[config.mk]
export PLATFORM = sky130hd
export DESIGN_NAME = cernbe_submap_demux
export DESIGN_NICKNAME = d
export VERILOG_FILES = /design/src/rtl/cernbe_submap_demux.sv
export SDC_FILE = /design/constraint.sdc
export NUM_CORES = 1
export LEC_CHECK = 0
export BUFFER_PORTS_ARGS = -buffer_cell sky130_fd_sc_hd__clkbuf_2
export CAP_MARGIN = 25
export CORE_AREA = 2 2 84 146
export DETAILED_ROUTE_END_ITERATION = 16
export DIE_AREA = 0 0 86 148
export PLACE_DENSITY_LB_ADDON = 0.05
export RECOVER_POWER = 25
export SYNTH_ARGS = -nofsm -noshare
export SYNTH_HDL_FRONTEND = slang
export SYNTH_SLANG_ARGS = --single-unit
[constraint.sdc]
create_clock -name Clk -period 2.01 [get_ports Clk]
set_input_delay 0.1005 -clock Clk [delete_from_list [all_inputs] [get_ports Clk]]
set_output_delay 0.1005 -clock Clk [all_outputs]
set_load 0.01 [all_outputs]
[src/rtl/cernbe_submap_demux.sv]
// CERN-BE bus decoder: one master port fanned out to N_SUB equal power-of-two submap windows,
// with unmapped-address error response and a bus-timeout watchdog.
module cernbe_submap_demux #(
  parameter int unsigned N_SUB   = 4,
  parameter int unsigned AW      = 12,
  parameter int unsigned SUB_AW  = 10,
  parameter int unsigned TIMEOUT = 255
) (
  input  logic                  Clk,
  input  logic                  rst_n,
  input  logic [AW-1:2]         VMEAddr,
  input  logic [31:0]           VMEWrData,
  input  logic                  VMERdMem,
  input  logic                  VMEWrMem,
  output logic [31:0]           VMERdData,
  output logic                  VMERdDone,
  output logic                  VMEWrDone,
  output logic                  VMERdError,
  output logic                  VMEWrError,
  output logic [SUB_AW-1:2]     sub_VMEAddr_o,
  output logic [31:0]           sub_VMEWrData_o,
  output logic [N_SUB-1:0]      sub_VMERdMem_o,
  output logic [N_SUB-1:0]      sub_VMEWrMem_o,
  input  logic [N_SUB*32-1:0]   sub_VMERdData_i,
  input  logic [N_SUB-1:0]      sub_VMERdDone_i,
  input  logic [N_SUB-1:0]      sub_VMEWrDone_i
);

  localparam int unsigned IW = (AW > SUB_AW) ? AW - SUB_AW : 1;
  localparam int unsigned CW = (TIMEOUT > 0) ? $clog2(TIMEOUT + 1) : 1;

  typedef enum logic [1:0] {IDLE, RD_WAIT, WR_WAIT, RESP} state_t;

  state_t              state, state_nx;
  logic [IW-1:0]       tx_idx, tx_idx_nx;
  logic                tx_unmapped, tx_unmapped_nx;
  logic [CW-1:0]       cnt, cnt_nx;
  logic [31:0]         rd_data, rd_data_nx;
  logic                rd_done, rd_done_nx;
  logic                wr_done, wr_done_nx;
  logic                rd_err, rd_err_nx;
  logic                wr_err, wr_err_nx;
  logic [SUB_AW-1:2]   sub_addr, sub_addr_nx;
  logic [31:0]         sub_wdata, sub_wdata_nx;
  logic [N_SUB-1:0]    sub_rd, sub_rd_nx;
  logic [N_SUB-1:0]    sub_wr, sub_wr_nx;

  logic [IW-1:0]       req_idx;
  logic                req_mapped;
  logic [N_SUB-1:0]    req_onehot;
  logic                sel_rd_done;
  logic                sel_wr_done;
  logic [31:0]         sel_rd_data;
  logic                timed_out;

  // Window index of the incoming request; a single-window map has no index bits.
  generate
    if (AW > SUB_AW) begin : g_idx
      assign req_idx = VMEAddr[AW-1:SUB_AW];
    end else begin : g_no_idx
      assign req_idx = '0;
    end
  endgenerate

  assign req_mapped = (32'(req_idx) < N_SUB);
  assign req_onehot = N_SUB'(1) << req_idx;
  assign timed_out  = (TIMEOUT != 0) && (cnt == CW'(TIMEOUT));

  // Observe only the done/data lane of the submap owning the transaction.
  always_comb begin
    sel_rd_done = 1'b0;
    sel_wr_done = 1'b0;
    sel_rd_data = '0;
    for (int k = 0; k < N_SUB; k++) begin
      if (tx_idx == IW'(k)) begin
        sel_rd_done = sub_VMERdDone_i[k];
        sel_wr_done = sub_VMEWrDone_i[k];
        sel_rd_data = sub_VMERdData_i[32*k +: 32];
      end
    end
  end

  // Next-state and next-output logic.
  always_comb begin
    state_nx       = state;
    tx_idx_nx      = tx_idx;
    tx_unmapped_nx = tx_unmapped;
    cnt_nx         = cnt;
    rd_data_nx     = rd_data;
    rd_done_nx     = 1'b0;
    wr_done_nx     = 1'b0;
    rd_err_nx      = 1'b0;
    wr_err_nx      = 1'b0;
    sub_addr_nx    = sub_addr;
    sub_wdata_nx   = sub_wdata;
    sub_rd_nx      = '0;
    sub_wr_nx      = '0;

    case (state)
      IDLE, RESP: begin
        state_nx = IDLE;
        if (VMEWrMem || VMERdMem) begin
          // Write wins over a simultaneous read; unmapped requests still pass
          // through a wait state so their error Done lands in the same cycle as a zero-wait slave.
          tx_idx_nx      = req_idx;
          tx_unmapped_nx = !req_mapped;
          cnt_nx         = '0;
          state_nx       = VMEWrMem ? WR_WAIT : RD_WAIT;
          if (req_mapped) begin
            sub_addr_nx = VMEAddr[SUB_AW-1:2];
            if (VMEWrMem) begin
              sub_wdata_nx = VMEWrData;
              sub_wr_nx    = req_onehot;
            end else begin
              sub_rd_nx = req_onehot;
            end
          end
        end
      end

      RD_WAIT: begin
        if (tx_unmapped) begin
          rd_done_nx = 1'b1;
          rd_err_nx  = 1'b1;
          rd_data_nx = '0;
          state_nx   = RESP;
        end else if (sel_rd_done) begin
          rd_done_nx = 1'b1;
          rd_data_nx = sel_rd_data;
          state_nx   = RESP;
        end else if (timed_out) begin
          rd_done_nx = 1'b1;
          rd_err_nx  = 1'b1;
          rd_data_nx = '0;
          state_nx   = RESP;
        end else if (cnt != CW'(TIMEOUT)) begin
          cnt_nx = cnt + CW'(1);
        end
      end

      WR_WAIT: begin
        if (tx_unmapped) begin
          wr_done_nx = 1'b1;
          wr_err_nx  = 1'b1;
          state_nx   = RESP;
        end else if (sel_wr_done) begin
          wr_done_nx = 1'b1;
          state_nx   = RESP;
        end else if (timed_out) begin
          wr_done_nx = 1'b1;
          wr_err_nx  = 1'b1;
          state_nx   = RESP;
        end else if (cnt != CW'(TIMEOUT)) begin
          cnt_nx = cnt + CW'(1);
        end
      end

      default: state_nx = IDLE;
    endcase
  end

  // State and registered outputs.
  always_ff @(posedge Clk or negedge rst_n) begin
    if (!rst_n) begin
      state       <= IDLE;
      tx_idx      <= '0;
      tx_unmapped <= 1'b0;
      cnt         <= '0;
      rd_data     <= '0;
      rd_done     <= 1'b0;
      wr_done     <= 1'b0;
      rd_err      <= 1'b0;
      wr_err      <= 1'b0;
      sub_addr    <= '0;
      sub_wdata   <= '0;
      sub_rd      <= '0;
      sub_wr      <= '0;
    end else begin
      state       <= state_nx;
      tx_idx      <= tx_idx_nx;
      tx_unmapped <= tx_unmapped_nx;
      cnt         <= cnt_nx;
      rd_data     <= rd_data_nx;
      rd_done     <= rd_done_nx;
      wr_done     <= wr_done_nx;
      rd_err      <= rd_err_nx;
      wr_err      <= wr_err_nx;
      sub_addr    <= sub_addr_nx;
      sub_wdata   <= sub_wdata_nx;
      sub_rd      <= sub_rd_nx;
      sub_wr      <= sub_wr_nx;
    end
  end

  assign VMERdData       = rd_data;
  assign VMERdDone       = rd_done;
  assign VMEWrDone       = wr_done;
  assign VMERdError      = rd_err;
  assign VMEWrError      = wr_err;
  assign sub_VMEAddr_o   = sub_addr;
  assign sub_VMEWrData_o = sub_wdata;
  assign sub_VMERdMem_o  = sub_rd;
  assign sub_VMEWrMem_o  = sub_wr;

endmodule
-- Word level (Yosys, flattened, before mapping)
Cells that the tools add are included.
- add/subtract/negate cells: 1
- shift operators: 1
- reduce and logical (&&, ||, !) cells: 9
- equal/unequal tests: 11
- mux-type cells: 41
- operator list (operator ; number):
    2-to-1 mux 32 bit ; 6
    2-to-1 mux 8 bit ; 5
    2-to-1 mux 4 bit ; 6
    one-hot mux 8 bit (3 select lines) ; 1
    2-to-1 mux 1 bit ; 17
    2-to-1 mux 2 bit ; 5
    adder 8 x 1 -> 8 bit, second input constant ; 1
    equality test 2 bit, second input constant ; 4
    equality test 8 bit, second input constant ; 1
    != test 8 bit, second input constant ; 1
    != test 2 bit, second input constant ; 3
    one-hot mux 2 bit (3 select lines) ; 1
    AND reduction 3 bit ; 2
    equality test 2 x 1 -> 1 bit, second input constant ; 2
    logical NOT 2 bit ; 2
    AND reduction 2 bit ; 2
    left shift 1 x 2 -> 4 bit, first input constant ; 1
    nonzero test 2 bit ; 1
    OR reduction 2 bit ; 1
    logical OR 1 bit ; 1
- bits of input ports: 182
- output and inout port bits: 84
- flip-flop bits (word level): 96

-- Logic depth before layout (Yosys ltp)
Gate-level depths: netlist of the first run.
- depth after elaboration: 7
- depth in mapped cells: 7

-- Worst setup path after synthesis of the first run
No wires, ideal clock.
- path type: reg-to-reg
- start: register tx_idx[0]
- end: register cnt[3]
- arrival: 1.921 ns
- buffers on the path: 2
- stages on the path, launching flop included: 7
- slack: -0.035 ns
- path through: dfrtp_1 > buf_6 > mux4_2 > and2_4 > or3_1 > buf_2 > a211o_1
- cells in the longest elaborated chain, start to end: 7
- elaborated cells between the ends (all ways): 15
- RTL lines (what ; RTL line ; source):
    from (decl) ; 35 ; logic [IW-1:0] tx_idx, tx_idx_nx;
    from (signal assigned) ; 180 ; tx_idx <= tx_idx_nx;
    logical NOT 2 bit ; 75 ; if (tx_idx == IW'(k)) begin
    2-to-1 mux 1 bit (4 in a row) ; 75 ;
    != test 2 bit (no line) ; n/a ;
    AND reduction 3 bit (no line) (*) ; n/a ;
    to (signal assigned) ; 182 ; cnt <= cnt_nx;
    to (decl) ; 37 ; logic [CW-1:0] cnt, cnt_nx;
Mark *: on every way between the ends. The rest lies on a longest branch, timed or not.
A chain may end at the register's enable or synchronous reset.

-- Final worst setup path of the first run
- start: register state[0]
- end: register cnt[3]
- cells in the longest elaborated chain, start to end: 4
- elaborated cells between the ends (all ways): 10
- RTL lines (what ; RTL line ; source):
    from (decl) ; 34 ; state_t state, state_nx;
    from (signal assigned) ; 179 ; state <= state_nx;
    equality test 2 bit / logical NOT 2 bit (equally long branches) ; 99 ; case (state)
    OR reduction 2 bit ; 99 ;
    != test 2 bit (no line) ; n/a ;
    AND reduction 3 bit (no line) ; n/a ;
Several ways; a longest one is shown, not always the timed one.

==> report_table.html, run 1 <==
<table>
<tr><th>Metric</th><th>Value</th></tr>
<tr><th colspan="2">Worst setup path</th></tr>
<tr><td>CP delay by family, top</td><td>simple AND/OR/NAND/NOR gates</td></tr>
<tr><td>Combined buffer and inverter count along the critical path</td><td>2</td></tr>
<tr><td>Worst setup EP type</td><td>flip-flop</td></tr>
<tr><td>Kind of critical path</td><td>reg -&gt; reg</td></tr>
<tr><td>Crit path required time</td><td>2.24 ns</td></tr>
<tr><td>Worst R2R Setup Slack</td><td>0.09 ns</td></tr>
<tr><td>CP peak stage delay</td><td>0.46 ns</td></tr>
<tr><td>Nature of the critical path startpoint</td><td>flip-flop</td></tr>
<tr><td>Cell Chain, Critical Path</td><td>inv_1 &gt; ha_1 &gt; or3b_2 &gt; o221ai_1 &gt; buf_4 &gt; nor4_1 &gt; a211o_1</td></tr>
<tr><td>Crit-path max FO</td><td>6</td></tr>
<tr><td>Arrival time of data at the critical path endpoint</td><td>2.15 ns</td></tr>
<tr><td>Master of the slowest instance on the critical path</td><td>sky130_fd_sc_hd__or3b_2</td></tr>
<tr><th colspan="2">Clock network</th></tr>
<tr><td>Clock tree buffer depth</td><td>2</td></tr>
<tr><td>Number of clock sinks</td><td>96</td></tr>
<tr><td>Later-pin clock latency in the skew report</td><td>0.35 ns</td></tr>
<tr><td>Setup repair bufs after CTS</td><td>0</td></tr>
<tr><td>Clock tree root buffer cell</td><td>sky130_fd_sc_hd__clkbuf_16</td></tr>
<tr><td>Number of buffers added by the clock tree synthesis step</td><td>9</td></tr>
<tr><td>TritonCTS clock tree</td><td>done</td></tr>
<tr><td>Clock slew seen by the registers of the worst setup and hold paths</td><td>0.07 ns</td></tr>
<tr><td>Max H-tree Level</td><td>3</td></tr>
<tr><th colspan="2">Timing</th></tr>
<tr><td>Final worst path period share</td><td>95.6%</td></tr>
<tr><td>Crit path time final</td><td>1.92 ns</td></tr>
<tr><td>Transition time of the tightest slew-check pin</td><td>1.07 ns</td></tr>
<tr><td>Count of endpoints failing setup in the final report</td><td>0</td></tr>
<tr><td>Worst hold slack after final layout</td><td>-0.00332 ns</td></tr>
<tr><td>Count of final hold-check violations</td><td>1</td></tr>
<tr><td>Setup_tns</td><td>0 ns</td></tr>
<tr><td>Final clock skew</td><td>0.00890 ns</td></tr>
<tr><td>Count of pins over their slew limit</td><td>0</td></tr>
<tr><td>Unrepaired setup endpoints after global routing</td><td>no</td></tr>
<tr><td>Peak clock frequency supported by timing</td><td>521 MHz</td></tr>
<tr><td>Worst slew margin</td><td>28.4%</td></tr>
<tr><th colspan="2">Synth</th></tr>
<tr><td>Post-synthesis cell type count</td><td>36</td></tr>
<tr><td>Dominant register cell in the synthesized netlist</td><td>sky130_fd_sc_hd__dfrtp_1</td></tr>
<tr><td>Synth Net Count</td><td>492</td></tr>
<tr><td>Post-Syn Instances</td><td>307</td></tr>
<tr><td>Synthesized flop and latch total</td><td>96</td></tr>
<tr><td>Number of enable flip-flop cells after synthesis</td><td>0</td></tr>
<tr><td>Count of synthesis-stage warnings from yosys</td><td>0</td></tr>
<tr><td>Mapped Avg Cell Area</td><td>14.7 um^2</td></tr>
<tr><td>Synth Cell Area</td><td>4500 um^2</td></tr>
<tr><td>Fraction of the yosys area taken by sequential cells</td><td>53.4%</td></tr>
<tr><td>Share of synthesized flip-flops with an asynchronous set or reset</td><td>100%</td></tr>
<tr><th colspan="2">Detailed routing</th></tr>
<tr><td>Number of violations reported at the end of detailed-routing iteration 0</td><td>100</td></tr>
<tr><td>Average wire length per cell after detail routing</td><td>16.2 um</td></tr>
<tr><td>Via Count</td><td>3909</td></tr>
<tr><td>Via density per instance</td><td>5.16</td></tr>
<tr><td>Total length of routed wires</td><td>12300 um</td></tr>
<tr><td>Pre-antenna DRT Iters</td><td>4</td></tr>
<tr><td>Remaining DRCs</td><td>0</td></tr>
<tr><td>Antenna Nets Post-Route</td><td>0</td></tr>
<tr><th colspan="2">Cells and area</th></tr>
<tr><td>Diodes inserted</td><td>0</td></tr>
<tr><td>Fillers</td><td>983</td></tr>
<tr><td>Count of placed standard cells in the final layout, fillers left out</td><td>758</td></tr>
<tr><td>Count of nets after finishing</td><td>803</td></tr>
<tr><td>Share of layout cells above drive strength 1</td><td>56.5%</td></tr>
<tr><td>Layout Area Growth over Synthesis</td><td>50.1%</td></tr>
<tr><th colspan="2">Outcome</th></tr>
<tr><td>Violated checks</td><td>negative hold slack</td></tr>
<tr><td>Outcome</td><td>finished with violations</td></tr>
<tr><th colspan="2">Placement</th></tr>
<tr><td>Final HPWL from detailed placement</td><td>9520 um</td></tr>
<tr><td>Weighted congestion reported at the end of routability-driven placement</td><td>0.796</td></tr>
<tr><td># port buffers</td><td>265</td></tr>
<tr><td>Number of placed cells counting well taps</td><td>703</td></tr>
<tr><th colspan="2">Floorplanning</th></tr>
<tr><td>Initial Util</td><td>39.1%</td></tr>
<tr><td>Area inside the core boundary</td><td>11500 um^2</td></tr>
<tr><td>Floorplan die width</td><td>86 um</td></tr>
<tr><td>Number of top-level pins</td><td>266</td></tr>
<tr><td>Die outline area</td><td>12700 um^2</td></tr>
<tr><td>Vertical extent of the die</td><td>148 um</td></tr>
<tr><td>Std cell rows</td><td>52</td></tr>
<tr><th colspan="2">Global routing</th></tr>
<tr><td>Overall global routing resource usage</td><td>19.9%</td></tr>
<tr><td>Number of antenna violations at the first check in global routing</td><td>0</td></tr>
<tr><td>Largest net degree at the start of global routing</td><td>44</td></tr>
<tr><td>Global-route wire length before repair</td><td>19600 um</td></tr>
<tr><td>Number of global-route vias before repair</td><td>4137</td></tr>
<tr><td>Remaining Overflow, GRT</td><td>0</td></tr>
<tr><th colspan="2">Pwr</th></tr>
<tr><td>Peak supply drop</td><td>0.000713 V</td></tr>
<tr><td>Leak Pwr</td><td>3.32 nW</td></tr>
<tr><td>Final Total Pwr</td><td>0.00955 W</td></tr>
<tr><td>Pwr dens</td><td>1420 nW/um^2</td></tr>
<tr><th colspan="2">Hold path</th></tr>
<tr><td>Class of the tightest hold or removal check</td><td>in -&gt; reg</td></tr>
<tr><th colspan="2">Flow run</th></tr>
<tr><td>Number of max-cap violations</td><td>0</td></tr>
</table>
==> placed cells by master, fill, tap and decap left out, types with 2 or more instances in the layout <==
cell	netlist	routed
sky130_fd_sc_hd__nand3_1	3	3
sky130_fd_sc_hd__clkinvlp_4	0	3
sky130_fd_sc_hd__buf_12	0	4
sky130_fd_sc_hd__and3_1	2	2
sky130_fd_sc_hd__a21oi_1	2	2
sky130_fd_sc_hd__nor2b_1	2	2
sky130_fd_sc_hd__o31ai_1	5	5
sky130_fd_sc_hd__nor2_1	13	13
sky130_fd_sc_hd__clkbuf_1	16	29
sky130_fd_sc_hd__inv_6	0	2
sky130_fd_sc_hd__mux4_2	33	33
sky130_fd_sc_hd__ha_1	3	3
sky130_fd_sc_hd__buf_4	0	13
sky130_fd_sc_hd__clkbuf_16	0	9
sky130_fd_sc_hd__dlygate4sd3_1	0	39
sky130_fd_sc_hd__clkbuf_2	1	236
sky130_fd_sc_hd__inv_1	3	3
sky130_fd_sc_hd__nand2b_1	3	3
sky130_fd_sc_hd__mux2i_1	3	3
sky130_fd_sc_hd__nand3b_1	4	4
sky130_fd_sc_hd__o211ai_1	5	5
sky130_fd_sc_hd__or3_1	5	4
sky130_fd_sc_hd__a22o_1	32	32
sky130_fd_sc_hd__nand2_1	11	11
sky130_fd_sc_hd__mux2_2	44	44
sky130_fd_sc_hd__dfrtp_1	96	95
sky130_fd_sc_hd__nor3_1	4	4
==> registers in the layout (all words and copies together) (netlist names) <==
| register | cells |
|---|---|
| VMERdData | 32 |
| sub_VMEWrData_o | 32 |
| cnt | 8 |
| sub_VMEAddr_o | 8 |
| sub_VMERdMem_o | 4 |
| sub_VMEWrMem_o | 4 |
| state | 2 |
| tx_idx | 2 |
| VMERdDone | 1 |
| VMERdError | 1 |
| VMEWrDone | 1 |
| VMEWrError | 1 |
==> layer usage <==
metal | vias up | track usage, % | part of all wire [%]
li1 | 1804 | - | -
met3 | 35 | 4.24 | 7.0
met2 | 195 | 35.6 | 54
met5 | - | 0 | 0
met1 | 1875 | 21.5 | 35
met4 | 0 | 10.6 | 3.9
==> stage by stage <==
step | worst slack (ns) | util (%) | hold WS [ns] | instance area (um^2)
after global placement | 0.0954 | 52.9 | 0.128 | 6090
after global routing | 0.0380 | 58.6 | 0.00138 | 6750
after floorplan | 0.0199 | - | -0.195 | 4500
after CTS | 0.0664 | 58.9 | 0.000436 | 6790
after detailed placement | 0.0810 | 52.9 | 0.136 | 6090
final | 0.0888 | 58.6 | -0.00332 | 6750
==> Yosys cell counts, types with 2 or more instances <==
| library cell | instances | share of area, % |
|---|---|---|
| sky130_fd_sc_hd__mux2_2 | 44 | 11 |
| sky130_fd_sc_hd__and3_1 | 2 | 0.28 |
| sky130_fd_sc_hd__buf_1 | 2 | 0.17 |
| sky130_fd_sc_hd__nor2b_1 | 2 | 0.28 |
| sky130_fd_sc_hd__nand3b_1 | 4 | 0.67 |
| sky130_fd_sc_hd__nand2b_1 | 3 | 0.42 |
| sky130_fd_sc_hd__inv_1 | 3 | 0.25 |
| sky130_fd_sc_hd__mux4_2 | 33 | 17 |
| sky130_fd_sc_hd__nand2_1 | 11 | 0.92 |
| sky130_fd_sc_hd__ha_1 | 3 | 0.83 |
| sky130_fd_sc_hd__o21ai_1 | 2 | 0.22 |
| sky130_fd_sc_hd__o211ai_1 | 5 | 0.83 |
| sky130_fd_sc_hd__a21oi_1 | 2 | 0.22 |
| sky130_fd_sc_hd__a22o_1 | 32 | 6.2 |
| sky130_fd_sc_hd__nand3_1 | 3 | 0.33 |
| sky130_fd_sc_hd__o31ai_1 | 5 | 0.83 |
| sky130_fd_sc_hd__clkbuf_1 | 16 | 1.3 |
| sky130_fd_sc_hd__mux2i_1 | 3 | 0.67 |
| sky130_fd_sc_hd__nor2_1 | 13 | 1.1 |
| sky130_fd_sc_hd__nor3_1 | 4 | 0.44 |
| sky130_fd_sc_hd__dfrtp_1 | 96 | 53 |
| sky130_fd_sc_hd__or3_1 | 5 | 0.70 |
==> worst reg2reg max path, stage by stage (launching register included) <==
cell	delay (ns)
sky130_fd_sc_hd__dfrtp_1	0.38
sky130_fd_sc_hd__inv_1	0.06
sky130_fd_sc_hd__ha_1	0.32
sky130_fd_sc_hd__or3b_2	0.46
sky130_fd_sc_hd__o221ai_1	0.12
sky130_fd_sc_hd__buf_4	0.20
sky130_fd_sc_hd__nor4_1	0.06
sky130_fd_sc_hd__a211o_1	0.22
==> final timing paths <==
check	startpoint	endpoint	depth (start not counted)
worst max-delay path	state[0]$_DFF_PN0_	cnt[3]$_DFFE_PN0P_	7
worst min-delay path	VMEAddr[7]	sub_VMEAddr_o[7]$_DFFE_PN0P_	2
min in group asynchronous	rst_n	sub_VMEAddr_o[8]$_DFFE_PN0P_	2
max in group asynchronous	rst_n	tx_idx[0]$_DFFE_PN0P_	3
worst max register to register	state[0]$_DFF_PN0_	cnt[3]$_DFFE_PN0P_	7
worst min register to register	sub_VMEWrData_o[7]$_DFFE_PN0P_	sub_VMEWrData_o[7]$_DFFE_PN0P_	1
==> report_power, final <==
| group | leakage [nW] | switching (W) | internal, W |
|---|---|---|---|
| Clock | 0.139 | 0.000759 | 0.000975 |
| Sequential | 1.19 | 0.000488 | 0.00278 |
| Combinational | 1.99 | 0.00208 | 0.00247 |
| Total | 3.32 | 0.00332 | 0.00623 |
==> cell type report <==
class                      instances  area [um^2]  area share [%]
sequential                        96         2400            35.6
clock inverter                     7         78.8            1.17
clock buffer                       9          225            3.34
tap                              135          169            2.50
timing repair buffer             321         1860            27.5
multi-input combinational        187         2010            29.7
inverter                           3         11.3           0.167
==> logic make-up after synthesis <==
kind of cell | count (synthesis) | synth area share, %
flops | 96 | 53.4
simple gates | 53 | 6.09
buf+inv | 24 | 2.22
mux | 80 | 28.2
fa+ha+maj | 3 | 0.834
compound gates | 51 | 9.26
==> what timing repair did <==
action / in CTS / in global routing
setup endpoints to repair: 0 / 1
hold buffers: 39 / 0
endpoints found under the hold margin: 78 / 0
gates resized for setup: 0 / 1
(Power assumes the default switching activity.)
==> inputs of run 2 (changes only) <==
Settings changed: REMOVE_ABC_BUFFERS set to 1.
==> run 2 against run 1 <==
The flow now finishes without violations. Clock skew up 0.0024 ns. Sequential share of layout area is 0.14 points lower. Sequential cell count unchanged. Clock power shrank 9.8%. Hold slack gained 0.014 ns. Fmax decreased by 0.84%. Non-clock buffer count grew 4. Register-to-register slack worse by 0.02 ns. Critical path type unchanged. Largest power group unchanged. Highest routed layer unchanged.
==> report_table.html, run 2 (synthesis gave the netlist of run 1 again) <==
<table>
<tr><th>Metric</th><th>Value</th></tr>
<tr><th colspan="2">Pwr</th></tr>
<tr><td>Pwr dens</td><td>1420 nW/um^2</td></tr>
<tr><td>Comb power frac</td><td>49.7%</td></tr>
<tr><td>Peak supply drop</td><td>0.000480 V</td></tr>
<tr><td>Switching component of the power</td><td>0.00338 W</td></tr>
<tr><td>Sequential group share of total power</td><td>34.1%</td></tr>
<tr><td>Switching Share</td><td>35.1%</td></tr>
<tr><td>P_int</td><td>0.00624 W</td></tr>
<tr><td>Leak Pwr</td><td>3.35 nW</td></tr>
<tr><td>Final Total Pwr</td><td>0.00961 W</td></tr>
<tr><td>Clock share of power</td><td>16.2%</td></tr>
<tr><th colspan="2">Detailed routing</th></tr>
<tr><td>Average wire length per cell after detail routing</td><td>16.8 um</td></tr>
<tr><td>Remaining DRCs</td><td>0</td></tr>
<tr><td>Via Count</td><td>3869</td></tr>
<tr><td>Antenna Nets Post-Route</td><td>0</td></tr>
<tr><td>Via density per instance</td><td>5.08</td></tr>
<tr><td>Total length of routed wires</td><td>12800 um</td></tr>
<tr><td>Pre-antenna DRT Iters</td><td>4</td></tr>
<tr><td>Number of violations reported at the end of detailed-routing iteration 0</td><td>79</td></tr>
<tr><th colspan="2">Floorplanning</th></tr>
<tr><td>Number of top-level pins</td><td>266</td></tr>
<tr><td>Vertical extent of the die</td><td>148 um</td></tr>
<tr><td>Initial Util</td><td>39.1%</td></tr>
<tr><td>Die outline area</td><td>12700 um^2</td></tr>
<tr><td>Floorplan die width</td><td>86 um</td></tr>
<tr><td>Area inside the core boundary</td><td>11500 um^2</td></tr>
<tr><td>Std cell rows</td><td>52</td></tr>
<tr><th colspan="2">Flow run</th></tr>
<tr><td>Number of max-cap violations</td><td>0</td></tr>
<tr><th colspan="2">Cells and area</th></tr>
<tr><td>Fillers</td><td>974</td></tr>
<tr><td>Commonest cells after routing, fill and taps aside</td><td>247 x sky130_fd_sc_hd__clkbuf_2, 95 x sky130_fd_sc_hd__dfrtp_1, 44 x sky130_fd_sc_hd__mux2_2</td></tr>
<tr><td>Most common cell after layout, fill and taps aside</td><td>sky130_fd_sc_hd__clkbuf_2</td></tr>
<tr><td>Diodes inserted</td><td>0</td></tr>
<tr><td>Count of placed standard cells in the final layout, fillers left out</td><td>762</td></tr>
<tr><td>Share of layout cells above drive strength 1</td><td>58.7%</td></tr>
<tr><td>Count of nets after finishing</td><td>807</td></tr>
<tr><td>Layout Area Growth over Synthesis</td><td>50.7%</td></tr>
<tr><th colspan="2">Hold path</th></tr>
<tr><td>Hold Path Cell Cnt</td><td>2</td></tr>
<tr><td>Class of the tightest hold or removal check</td><td>in -&gt; reg</td></tr>
<tr><th colspan="2">Worst setup path</th></tr>
<tr><td>Combined buffer and inverter count along the critical path</td><td>1</td></tr>
<tr><td>Cell Chain, Critical Path</td><td>mux4_2 &gt; and2_4 &gt; buf_4 &gt; o31ai_1 &gt; o211ai_1</td></tr>
<tr><td>FF-to-FF path depth</td><td>5</td></tr>
<tr><td>CP delay by family, top</td><td>multiplexers</td></tr>
<tr><td>Nature of the critical path startpoint</td><td>flip-flop</td></tr>
<tr><td>Master of the slowest instance on the critical path</td><td>sky130_fd_sc_hd__mux4_2</td></tr>
<tr><td>Worst setup EP type</td><td>flip-flop</td></tr>
<tr><td>Arrival time of data at the critical path endpoint</td><td>2.14 ns</td></tr>
<tr><td>Crit path required time</td><td>2.21 ns</td></tr>
<tr><td>Stages on worst setup path</td><td>5</td></tr>
<tr><td>Kind of critical path</td><td>reg -&gt; reg</td></tr>
<tr><td>CP peak stage delay</td><td>0.53 ns</td></tr>
<tr><td>Crit-path max FO</td><td>38</td></tr>
<tr><th colspan="2">Clock network</th></tr>
<tr><td>Number of clock sinks</td><td>96</td></tr>
<tr><td>TritonCTS clock tree</td><td>done</td></tr>
<tr><td>Clock tree root buffer cell</td><td>sky130_fd_sc_hd__clkbuf_16</td></tr>
<tr><td>Number of buffers added by the clock tree synthesis step</td><td>9</td></tr>
<tr><td>Max H-tree Level</td><td>3</td></tr>
<tr><td>Clock tree buffer depth</td><td>2</td></tr>
<tr><td>Later-pin clock latency in the skew report</td><td>0.34 ns</td></tr>
<tr><td>Clock slew seen by the registers of the worst setup and hold paths</td><td>0.07 ns</td></tr>
<tr><th colspan="2">Timing</th></tr>
<tr><td>Peak clock frequency supported by timing</td><td>516 MHz</td></tr>
<tr><td>Final worst path period share</td><td>96.4%</td></tr>
<tr><td>Worst slew margin</td><td>28.9%</td></tr>
<tr><td>Crit path time final</td><td>1.94 ns</td></tr>
<tr><td>Count of pins over their slew limit</td><td>0</td></tr>
<tr><td>Final clock skew</td><td>0.0113 ns</td></tr>
<tr><td>Transition time of the tightest slew-check pin</td><td>1.07 ns</td></tr>
<tr><td>Count of endpoints failing setup in the final report</td><td>0</td></tr>
<tr><td>Count of final hold-check violations</td><td>0</td></tr>
<tr><td>Final WS setup</td><td>0.0726 ns</td></tr>
<tr><td>Setup_tns</td><td>0 ns</td></tr>
<tr><th colspan="2">Global routing</th></tr>
<tr><td>Overall global routing resource usage</td><td>20.0%</td></tr>
<tr><td>Global-route wire length before repair</td><td>19700 um</td></tr>
<tr><td>Met1 routing resource usage after global routing</td><td>23.2%</td></tr>
<tr><td>Remaining Overflow, GRT</td><td>0</td></tr>
<tr><td>Largest net degree at the start of global routing</td><td>43</td></tr>
<tr><td>Most Used Layer, Global Route</td><td>met2</td></tr>
<tr><td>Met3 track demand over resource</td><td>4.75%</td></tr>
<tr><td>Number of global-route vias before repair</td><td>4042</td></tr>
<tr><td>Met2 demand-to-capacity share in global routing</td><td>36.0%</td></tr>
<tr><td>Number of antenna violations at the first check in global routing</td><td>0</td></tr>
<tr><th colspan="2">Placement</th></tr>
<tr><td>Final HPWL from detailed placement</td><td>9880 um</td></tr>
<tr><td>Number of placed cells counting well taps</td><td>706</td></tr>
<tr><td>Post-placement setup slack</td><td>-0.0156 ns</td></tr>
<tr><td>Weighted congestion reported at the end of routability-driven placement</td><td>0.820</td></tr>
<tr><td># port buffers</td><td>265</td></tr>
<tr><th colspan="2">Outcome</th></tr>
<tr><td>Outcome</td><td>finished clean</td></tr>
</table>
[run 2: final timing paths]
check                                               startpoint                         endpoint  slack, ns
worst min register to register  sub_VMEWrData_o[9]$_DFFE_PN0P_   sub_VMEWrData_o[9]$_DFFE_PN0P_       0.50
worst min-delay path                                VMEAddr[5]     sub_VMEAddr_o[5]$_DFFE_PN0P_       0.01
min in group asynchronous                                rst_n  sub_VMEWrData_o[24]$_DFFE_PN0P_       0.48
worst max register to register           tx_idx[0]$_DFFE_PN0P_               cnt[4]$_DFFE_PN0P_       0.07
max in group asynchronous                                rst_n            tx_idx[0]$_DFFE_PN0P_       0.39
worst max-delay path                     tx_idx[0]$_DFFE_PN0P_               cnt[4]$_DFFE_PN0P_       0.07
[run 2: metal layers]
layer	vias to the layer above	wire length [um]
met5	-	0
met4	0	192
met3	13	985
met2	209	6950
met1	1836	4650
li1	1811	-
[run 2: per-stage QoR]
stage | utilization [%] | hold slack (ns) | instance area, um^2
after floorplan | - | -0.195 | 4410
after global placement | 53.1 | 0.119 | 6110
after detailed placement | 53.1 | 0.130 | 6110
after CTS | 58.9 | 0.00423 | 6790
after global routing | 58.9 | 0.00654 | 6780
final | 58.9 | 0.0108 | 6780
[run 2: worst reg2reg max path, cell delays in order (launching register included)]
cell                       delay, ns
sky130_fd_sc_hd__dfrtp_2        0.37
sky130_fd_sc_hd__mux4_2         0.53
sky130_fd_sc_hd__and2_4         0.19
sky130_fd_sc_hd__buf_4          0.24
sky130_fd_sc_hd__o31ai_1        0.33
sky130_fd_sc_hd__o211ai_1       0.14
[run 2: layout make-up]
| cell class | instances | area [um^2] | area share [%] |
|---|---|---|---|
| Sequential cell | 96 | 2400 | 35.5 |
| Multi-Input combinational cell | 187 | 2030 | 29.9 |
| Timing Repair Buffer | 325 | 1890 | 27.9 |
| Clock buffer | 10 | 229 | 3.38 |
| Tap cell | 135 | 169 | 2.49 |
| Clock inverter | 6 | 45.0 | 0.664 |
| Inverter | 3 | 11.3 | 0.166 |
[run 2: repair_timing]
item / CTS / global route
setup buffers: 1 / 1
gates cloned: 0 / 0
hold buffers: 38 / 0
endpoints found under the setup margin: 1 / 6
gates resized for setup: 2 / 2
hold endpoints to repair: 76 / 0
pin swaps: 1 / 0
[run 2: power groups by stage]
stage          sequential [W]  combinational (W)  clock (W)
2_1_floorplan         0.00382            0.00233          0
3_3_place_gp          0.00328            0.00464          0
3_5_place_dp          0.00329            0.00473          0
4_1_cts               0.00328            0.00483    0.00161
5_1_grt               0.00339            0.00521    0.00171
6_report              0.00328            0.00478    0.00156
==> inputs of run 3 (changes only) <==
==> constraint.sdc (replaced) <==
create_clock -name Clk -period 2.01 [get_ports Clk]
set_input_delay 0 -clock Clk [delete_from_list [all_inputs] [get_ports Clk]]
set_output_delay 0 -clock Clk [all_outputs]
set_load 0.01 [all_outputs]
==> run 3 against run 2 <==
Fmax grew 0.14%. Critical endpoint is now cnt[6]$_DFFE_PN0P_. Routed wire length grew 0.13%. Sequential cell count is the same. First-iteration DRC count shrank 11%. Combinational power is essentially flat. Hold slack gained 0.039 ns. Die area is the same. Design area grew 1.5%.
==> report_table.html, run 3 (synthesis gave the netlist of run 1 again) <==
<table>
<tr><th>Metric</th><th>Value</th></tr>
<tr><th colspan="2">Floorplanning</th></tr>
<tr><td>Floorplan die width</td><td>86 um</td></tr>
<tr><td>Die outline area</td><td>12700 um^2</td></tr>
<tr><td>Initial Util</td><td>39.1%</td></tr>
<tr><td>Vertical extent of the die</td><td>148 um</td></tr>
<tr><td>Std cell rows</td><td>52</td></tr>
<tr><td>Number of top-level pins</td><td>266</td></tr>
<tr><td>Area inside the core boundary</td><td>11500 um^2</td></tr>
<tr><th colspan="2">Worst setup path</th></tr>
<tr><td>Crit-path max FO</td><td>38</td></tr>
<tr><td>Crit path required time</td><td>2.22 ns</td></tr>
<tr><td>Capture instance of the worst register-to-register path</td><td>cnt[6]$_DFFE_PN0P_</td></tr>
<tr><td>Kind of critical path</td><td>reg -&gt; reg</td></tr>
<tr><td>Nature of the critical path startpoint</td><td>flip-flop</td></tr>
<tr><td>FF-to-FF path depth</td><td>5</td></tr>
<tr><td>Origin of the critical flop-to-flop path</td><td>tx_idx[0]$_DFFE_PN0P_</td></tr>
<tr><td>Worst R2R Setup Slack</td><td>0.08 ns</td></tr>
<tr><td>Arrival time of data at the critical path endpoint</td><td>2.14 ns</td></tr>
<tr><td>Worst setup EP type</td><td>flip-flop</td></tr>
<tr><th colspan="2">Timing</th></tr>
<tr><td>Count of final hold-check violations</td><td>0</td></tr>
<tr><td>Count of pins over their slew limit</td><td>0</td></tr>
<tr><td>Final clock skew</td><td>0.0103 ns</td></tr>
<tr><td>Final worst path period share</td><td>96.3%</td></tr>
<tr><td>Unrepaired setup endpoints after global routing</td><td>no</td></tr>
<tr><td>Peak clock frequency supported by timing</td><td>517 MHz</td></tr>
<tr><td>Worst slew margin</td><td>2.22%</td></tr>
<tr><td>Transition time of the tightest slew-check pin</td><td>1.47 ns</td></tr>
<tr><td>Crit path time final</td><td>1.93 ns</td></tr>
<tr><td>Final WS setup</td><td>0.0753 ns</td></tr>
<tr><td>Count of endpoints failing setup in the final report</td><td>0</td></tr>
<tr><th colspan="2">Placement</th></tr>
<tr><td>Final HPWL from detailed placement</td><td>9980 um</td></tr>
<tr><td># port buffers</td><td>265</td></tr>
<tr><td>Post-placement setup slack</td><td>-0.000228 ns</td></tr>
<tr><td>Weighted congestion reported at the end of routability-driven placement</td><td>0.850</td></tr>
<tr><td>Number of placed cells counting well taps</td><td>705</td></tr>
<tr><th colspan="2">Pwr</th></tr>
<tr><td>P_int</td><td>0.00639 W</td></tr>
<tr><td>Peak supply drop</td><td>0.000566 V</td></tr>
<tr><td>Switching Share</td><td>35.0%</td></tr>
<tr><td>Clock share of power</td><td>17.9%</td></tr>
<tr><td>Sequential group share of total power</td><td>33.6%</td></tr>
<tr><td>Switching component of the power</td><td>0.00343 W</td></tr>
<tr><td>Comb power frac</td><td>48.5%</td></tr>
<tr><td>Leak Pwr</td><td>3.46 nW</td></tr>
<tr><td>Pwr dens</td><td>1430 nW/um^2</td></tr>
<tr><th colspan="2">Outcome</th></tr>
<tr><td>Outcome</td><td>finished clean</td></tr>
<tr><th colspan="2">Global routing</th></tr>
<tr><td>Global-route wire length before repair</td><td>20100 um</td></tr>
<tr><td>Number of global-route vias before repair</td><td>4260</td></tr>
<tr><td>Overall global routing resource usage</td><td>20.4%</td></tr>
<tr><td>Number of antenna violations at the first check in global routing</td><td>0</td></tr>
<tr><td>Remaining Overflow, GRT</td><td>0</td></tr>
<tr><td>Largest net degree at the start of global routing</td><td>39</td></tr>
<tr><th colspan="2">Cells and area</th></tr>
<tr><td>Count of nets after finishing</td><td>811</td></tr>
<tr><td>Count of placed standard cells in the final layout, fillers left out</td><td>766</td></tr>
<tr><td>Layout Area Growth over Synthesis</td><td>52.9%</td></tr>
<tr><td>Most common cell after layout, fill and taps aside</td><td>sky130_fd_sc_hd__clkbuf_2</td></tr>
<tr><td>Footprint of the flip-flops and latches</td><td>2400 um^2</td></tr>
<tr><td>Diodes inserted</td><td>0</td></tr>
<tr><td>Commonest cells after routing, fill and taps aside</td><td>264 x sky130_fd_sc_hd__clkbuf_2, 95 x sky130_fd_sc_hd__dfrtp_1, 44 x sky130_fd_sc_hd__mux2_2, 44 x sky130_fd_sc_hd__dlygate4sd3_1, 33 x sky130_fd_sc_hd__mux4_2</td></tr>
<tr><td>Area of the multi-input gates</td><td>2020 um^2</td></tr>
<tr><td>Fillers</td><td>983</td></tr>
<tr><td>Share of layout cells above drive strength 1</td><td>61.0%</td></tr>
<tr><th colspan="2">Clock network</th></tr>
<tr><td>TritonCTS clock tree</td><td>done</td></tr>
<tr><td>Number of clock sinks</td><td>96</td></tr>
<tr><td>Number of buffers added by the clock tree synthesis step</td><td>9</td></tr>
<tr><td>Later-pin clock latency in the skew report</td><td>0.35 ns</td></tr>
<tr><td>Clock slew seen by the registers of the worst setup and hold paths</td><td>0.07 ns</td></tr>
<tr><td>Max H-tree Level</td><td>3</td></tr>
<tr><td>Clock tree buffer depth</td><td>2</td></tr>
<tr><td>Clock tree root buffer cell</td><td>sky130_fd_sc_hd__clkbuf_16</td></tr>
<tr><th colspan="2">Hold path</th></tr>
<tr><td>Hold wc startpoint</td><td>VMERdMem</td></tr>
<tr><td>Hold Path Cell Cnt</td><td>3</td></tr>
<tr><td>Class of the tightest hold or removal check</td><td>in -&gt; reg</td></tr>
<tr><td>Min-Delay Endpoint</td><td>sub_VMERdMem_o[1]$_DFF_PN0_</td></tr>
<tr><th colspan="2">Detailed routing</th></tr>
<tr><td>Total length of routed wires</td><td>12800 um</td></tr>
<tr><td>Pre-antenna DRT Iters</td><td>6</td></tr>
<tr><td>Via density per instance</td><td>5.07</td></tr>
<tr><td>Via Count</td><td>3887</td></tr>
<tr><td>Average wire length per cell after detail routing</td><td>16.7 um</td></tr>
<tr><td>Number of violations reported at the end of detailed-routing iteration 0</td><td>70</td></tr>
<tr><td>Antenna Nets Post-Route</td><td>0</td></tr>
<tr><td>Remaining DRCs</td><td>0</td></tr>
<tr><th colspan="2">Flow run</th></tr>
<tr><td>Number of max-cap violations</td><td>0</td></tr>
</table>
-- run 3: cell types whose count changed in the layout (fill, tap and decap cells not counted), sizes merged --
| cell | delta |
|---|---|
| dlygate4sd3 | +6 |
| inv | +4 |
| clkbuf | -3 |
| clkinv | -2 |
| clkinvlp | -2 |
| bufinv | +1 |
-- run 3: how the worst max path moves through the flow --
stage	cells past startpoint	from	to
finish	5	tx_idx[0]$_DFFE_PN0P_	cnt[6]$_DFFE_PN0P_
CTS	5	tx_idx[0]$_DFFE_PN0P_	cnt[6]$_DFFE_PN0P_
detailed placement	4	tx_idx[0]$_DFFE_PN0P_	cnt[3]$_DFFE_PN0P_
global placement	4	tx_idx[0]$_DFFE_PN0P_	cnt[3]$_DFFE_PN0P_
global route	3	rst_n	VMERdData[16]$_DFFE_PN0P_
floorplan	3	tx_idx[0]$_DFFE_PN0P_	VMERdData[0]$_DFFE_PN0P_
-- run 3: area by class of cell --
| type | count | area share, % |
|---|---|---|
| clock inverter | 7 | 1.22 |
| clock buffer | 9 | 3.27 |
| tap | 135 | 2.45 |
| sequential | 96 | 34.9 |
| inverter | 3 | 0.164 |
| timing repair buffer | 329 | 28.5 |
| multi-input combinational | 187 | 29.4 |
-- run 3: metal layers --
layer	up-vias	global-route usage [%]	wire, um
met2	214	36.9	6740
met4	0	8.41	320
met1	1827	22.7	4740
met3	23	4.30	994
li1	1823	-	-
met5	-	0	0
-- run 3: power groups by stage --
| stage | clock network [W] | registers (W) | logic, W |
|---|---|---|---|
| floorplan | 0 | 0.00382 | 0.00233 |
| global placement | 0 | 0.00328 | 0.00462 |
| detailed placement | 0 | 0.00330 | 0.00473 |
| CTS | 0.00181 | 0.00329 | 0.00479 |
| global route | 0.00189 | 0.00340 | 0.00523 |
| finish | 0.00176 | 0.00330 | 0.00477 |
-- run 3: worst max-delay path, cell delays in order, from the launching register on --
cell and delay [ns]:
sky130_fd_sc_hd__dfrtp_2 0.37, sky130_fd_sc_hd__mux4_2 0.52, sky130_fd_sc_hd__and2_4 0.19, sky130_fd_sc_hd__buf_4 0.25
sky130_fd_sc_hd__o31ai_1 0.33, sky130_fd_sc_hd__o211ai_1 0.14
-- run 3: stage by stage --
stage	cell area [um^2]	total power, W	util (%)	TNS, ns	hold slack (ns)
after floorplan	4410	0.00615	-	-74.31	-0.296
after global placement	6110	0.00791	53.0	0	-0.0606
after detailed placement	6110	0.00803	53.0	-0.000228	-0.0644
after CTS	6860	0.00989	59.6	0	0.0404
after global routing	6880	0.0105	59.7	0	0.0685
final	6880	0.00982	59.7	0	0.0499
-- run 3: repair_timing --
action | in CTS | in global routing
setup buffers | 0 | 1
hold buffers | 44 | 0
setup endpoints to repair | 1 | 3
endpoints found under the hold margin | 145 | 0
resized for setup | 1 | 2
